**src/rtl/msrv32_integer_file_sb.sv**
```systemverilog
// Parametrised integer register file with same-cycle write bypass and a
// per-register pending scoreboard whose occupancy is tracked by a counter.
module msrv32_integer_file_sb #(
  parameter int unsigned XLEN     = 32,
  parameter int unsigned NREGS    = 32,
  parameter bit          ZERO_REG = 1'b1,
  parameter bit          BYPASS   = 1'b1,
  localparam int unsigned AW      = $clog2(NREGS)
) (
  input  logic            ms_riscv32_mp_clk_in,
  input  logic            ms_riscv32_mp_rst_n_in,
  input  logic [AW-1:0]   rs_1_addr_in,
  input  logic [AW-1:0]   rs_2_addr_in,
  output logic [XLEN-1:0] rs_1_out,
  output logic [XLEN-1:0] rs_2_out,
  output logic            rs_1_busy_out,
  output logic            rs_2_busy_out,
  input  logic            wr_en_in,
  input  logic [AW-1:0]   rd_addr_in,
  input  logic [XLEN-1:0] rd_in,
  input  logic            issue_en_in,
  input  logic [AW-1:0]   issue_rd_addr_in,
  output logic [AW:0]     pending_cnt_out
);

  logic [XLEN-1:0]  regs [NREGS];
  logic [NREGS-1:0] pending;
  logic [NREGS-1:0] pending_nxt;
  logic [AW:0]      cnt;
  logic [AW:0]      cnt_nxt;
  logic             wr_ok;
  logic             iss_ok;
  logic             cnt_inc;
  logic             cnt_dec;

  assign wr_ok  = wr_en_in    && !(ZERO_REG && rd_addr_in == '0);
  assign iss_ok = issue_en_in && !(ZERO_REG && issue_rd_addr_in == '0);

  // Issue wins over write on the same address, so a write only frees a
  // pending entry when it is not being re-reserved in the same cycle.
  assign cnt_inc = iss_ok && !pending[issue_rd_addr_in];
  assign cnt_dec = wr_ok && pending[rd_addr_in] &&
                   !(iss_ok && issue_rd_addr_in == rd_addr_in);

  always_comb begin
    pending_nxt = pending;
    if (wr_ok)
      pending_nxt[rd_addr_in] = 1'b0;
    if (iss_ok)
      pending_nxt[issue_rd_addr_in] = 1'b1;
  end

  assign cnt_nxt = cnt + (AW+1)'(cnt_inc) - (AW+1)'(cnt_dec);

  always_ff @(posedge ms_riscv32_mp_clk_in or negedge ms_riscv32_mp_rst_n_in) begin
    if (!ms_riscv32_mp_rst_n_in) begin
      for (int i = 0; i < NREGS; i++)
        regs[i] <= '0;
      pending <= '0;
      cnt     <= '0;
    end else begin
      if (wr_ok)
        regs[rd_addr_in] <= rd_in;
      pending <= pending_nxt;
      cnt     <= cnt_nxt;
    end
  end

  assign pending_cnt_out = cnt;

  always_comb begin
    rs_1_out      = regs[rs_1_addr_in];
    rs_1_busy_out = pending[rs_1_addr_in];
    if (ZERO_REG && rs_1_addr_in == '0) begin
      rs_1_out      = '0;
      rs_1_busy_out = 1'b0;
    end else if (BYPASS && wr_en_in && rd_addr_in == rs_1_addr_in) begin
      rs_1_out      = rd_in;
      rs_1_busy_out = 1'b0;
    end
  end

  always_comb begin
    rs_2_out      = regs[rs_2_addr_in];
    rs_2_busy_out = pending[rs_2_addr_in];
    if (ZERO_REG && rs_2_addr_in == '0) begin
      rs_2_out      = '0;
      rs_2_busy_out = 1'b0;
    end else if (BYPASS && wr_en_in && rd_addr_in == rs_2_addr_in) begin
      rs_2_out      = rd_in;
      rs_2_busy_out = 1'b0;
    end
  end

endmodule
```
**config.mk**
```make
export PLATFORM = sky130hd
export DESIGN_NAME = msrv32_integer_file_sb
export DESIGN_NICKNAME = d
export VERILOG_FILES = /design/src/rtl/msrv32_integer_file_sb.sv
export SDC_FILE = /design/constraint.sdc
export NUM_CORES = 2
export LEC_CHECK = 0
export CORE_MARGIN = 2
export CORE_UTILIZATION = 30
export DETAILED_ROUTE_END_ITERATION = 8
export HOLD_SLACK_MARGIN = 0.05
export PLACE_DENSITY = 0.43
export SLEW_MARGIN = 20
export SYNTH_ARGS = -nofsm -noshare
export SYNTH_HDL_FRONTEND = slang
export SYNTH_SLANG_ARGS = --single-unit
```
**constraint.sdc**
```tcl
create_clock -name ms_riscv32_mp_clk_in -period 8.01 [get_ports ms_riscv32_mp_clk_in]
set_clock_uncertainty 0.15 [all_clocks]
set_input_delay 2.403 -clock ms_riscv32_mp_clk_in [delete_from_list [all_inputs] [get_ports ms_riscv32_mp_clk_in]]
set_output_delay 2.403 -clock ms_riscv32_mp_clk_in [all_outputs]
set_load 0.1 [all_outputs]
```
==> flow_summary_export.csv <==
group,metric,value,unit
worst_setup_path,r2r-end,"pending_cnt_out[4]",
timing,finalSetupTns,0,ps
power_and_ir_drop,power,17.6,mW
clocking,cts_hold_buf,0,
placement,placed_area,0.0638,sq mm
drt,wl_per_cell,35.2,um
worst_setup_path,worst_setup_path_end_kind,"output pin",
clocking,insertion_delay,800,ps
power_and_ir_drop,switching_share,30.9,%
placement,place_ws,197,ps
timing,post-route-period-util,97.3,%
final_layout,num-fill-cells,18484,
drt,drt_iter0_drc,3192,
logic_synthesis,post_synth_num_cell_types,73,
global_routing,grt_start_max_net_pins,145,
worst_setup_path,required,5460,ps
die,die_area,0.197,sq mm
logic_synthesis,synthTopCellsByCount,"mux2_2, dfrtp_1, mux4_2",
global_routing,gr-total-overflow,0,
drt,drtAntennaViolNets,0,
final_layout,drive_gt1_share,50.4,%
placement,dp_cells,6513,
worst_setup_path,r2r_cells,12,
power_and_ir_drop,p_sw,5.45,mW
power_and_ir_drop,p_int,12.2,mW
global_routing,grt_pass1_vias,40187,
hold_path,hold_path.class,"reg2reg",
global_routing,grt_pass1_wl,334,mm
clocking,clkTransAtPathRegs,60,ps
power_and_ir_drop,power_leakage,29.1,nW
power_and_ir_drop,p_comb_share,25.1,%
die,die_h,444,um
die,start_util,30.2,%
timing,setup_violations,0,
worst_setup_path,cp_max_fo,9,
clocking,cts_made_buffers,131,
die,io_pins,128,
timing,hold_viol,0,
global_routing,grtUsageTotal,24.0,%
timing,tightest_slew,1180,ps
power_and_ir_drop,power_density,259,mW/mm^2
logic_synthesis,synth.cell_area,0.0581,sq mm
logic_synthesis,synthCells,4038,
logic_synthesis,async_flop_share,100,%
worst_setup_path,critical_path_class,"in2out",
power_and_ir_drop,p_seq_share,40.7,%
power_and_ir_drop,peakVddDrop,0.000224,V
final_layout,fin_nets,4183,
worst_setup_path,rr_startpoint,"pending[10]",
placement,io_buffers,127,
placement,dp_hpwl,148,mm
timing,rsz0062_at_grt,"false",
logic_synthesis,synth_seq_cells,1062,
logic_synthesis,synthFlopType,"dfrtp_1",
clocking,cts_max_level,4,
drt,viasPerCell,5.80,
outcome,status,"finished, final reports clean",
logic_synthesis,synth_top_cells_by_area,"dfrtp_1, mux2_2, mux4_2",
timing,min_period,7790,ps
worst_setup_path,cp-start-kind,"input port",
clocking,cts_root_buf,"clkbuf_16",
clocking,cts_resized,0,
logic_synthesis,yosys_warnings,0,
clocking,cts_tree,"built",
clocking,clk_path_buf_depth,3,
final_layout,regArea,0.0266,sq mm
final_layout,fin_area,0.0681,sq mm
hold_path,holdPathStages,0,
final_layout,fin_cells,6752,
power_and_ir_drop,clkPwrFrac,34.2,%
final_layout,multi_input_area,0.0295,sq mm
timing,fin_ws,216,ps
die,dieWidth,444,um
drt,drtPass1Iterations,5,
logic_synthesis,synth-edff-count,0,
drt,vias,39164,
logic_synthesis,yosysTopAreaCellShare,45.8,%
worst_setup_path,rrSetupSlack,4490,ps
logic_synthesis,synth.largest_area_cell,"dfrtp_1",
logic_synthesis,avgSynthCellArea,14.4,sq um
logic_synthesis,synth.most_common_cell,"mux2_2",
timing,fmax,128,MHz
drt,totalWireLength,238,mm
global_routing,antenna_found_initial,15,
die,rows,161,
timing,slew_headroom,21.5,%
logic_synthesis,syn-num-nets,4101,
worst_setup_path,critPathCapture,"rs_1_out[17]",
worst_setup_path,arrival,5240,ps
clocking,post-cts-setup-buffers,0,
placement,gp_congestion,0.806,
worst_setup_path,startpoint,"rd_addr_in[0]",
drt,drc,0,
timing,drv_slew,0,
final_layout,syn_to_final_growth,17.3,%
clocking,clock-sinks,1062,
logic_synthesis,yosysSeqAreaShare,45.8,%
die,core,0.192,sq mm
flow_run,cap_viol_max_count,0,
==> cell usage in the layout (no fill, tap or decap), types with 86 or more instances in the layout <==
master / Yosys / final
mux4_2: 451 / 451
mux2_2: 1064 / 1064
nor2_1: 101 / 87
mux2i_1: 138 / 138
o22ai_1: 104 / 104
buf_12: 1 / 114
buf_4: 49 / 230
o21ai_0: 86 / 86
clkbuf_16: 0 / 136
dfrtp_1: 1062 / 1062
==> kinds of logic after synthesis <==
| group | count (synthesis) | share of synthesized area [%] |
|---|---|---|
| xor gates and xnor gates | 20 | 0.302 |
| AOI/OAI and AO/OA | 444 | 5.44 |
| adders and majority gates | 7 | 0.164 |
| buffers and inverters | 465 | 4.05 |
| and+or+nand+nor | 365 | 3.14 |
| DFF | 1062 | 45.8 |
| muxes | 1675 | 41.1 |
==> worst max-delay path: stages <==
cell	delay (ps)
clkdlybuf4s50_1	630
xnor2_1	160
nand4_1	450
nor2_1	360
buf_12	220
nor3_1	70
buf_4	130
nor2_1	530
buf_12	260
==> worst min-delay path by stage <==
| stage | from | end |
|---|---|---|
| after global routing | regs[1007] | regs[1007] |
| after floorplan | regs[1000] | regs[1000] |
| final | regs[1007] | regs[1007] |
| after detailed placement | regs[1007] | regs[1007] |
| after CTS | regs[1013] | regs[1013] |
| after global placement | regs[1016] | regs[1016] |
==> per-stage QoR <==
| stage | utilization, % | hold slack, ps |
|---|---|---|
| floorplan | - | 291 |
| global placement | 33.2 | 226 |
| detailed placement | 33.2 | 234 |
| CTS | 35.4 | 246 |
| global route | 35.4 | 256 |
| finish | 35.4 | 241 |
==> area by class of cell <==
class                           count  area share, %
Multi-Input combinational cell   2511           43.2
Sequential cell                  1062           39.0
Timing Repair Buffer              403           6.77
Clock buffer                      199           5.65
Tap cell                         2526           4.64
Clock inverter                     37          0.619
Inverter                           11         0.0661
Antenna cell                        3         0.0110
==> registers in the layout, summed over array words and instances, names as in the netlist <==
| register | cells |
|---|---|
| pending_cnt_out | 6 |
| pending | 32 |
| regs | 1024 |
==> per-layer routing <==
| metal | share of wire [%] | track usage (%) | vias up |
|---|---|---|---|
| li1 | - | - | 15874 |
| met1 | 45 | 33.3 | 21757 |
| met2 | 47 | 38.3 | 1203 |
| met3 | 4.7 | 3.30 | 326 |
| met4 | 3.5 | 8.61 | 4 |
| met5 | 0.012 | 0 | - |
==> power by group through the flow <==
stage,combinational (mW),clock (mW),sequential [mW]
floorplan,3.00,0,7.08
global placement,4.40,0,7.21
detailed placement,4.43,0,7.24
CTS,4.44,6.17,7.15
global route,4.67,6.40,7.31
finish,4.42,6.04,7.18
Power figures use the tool's default switching activity.
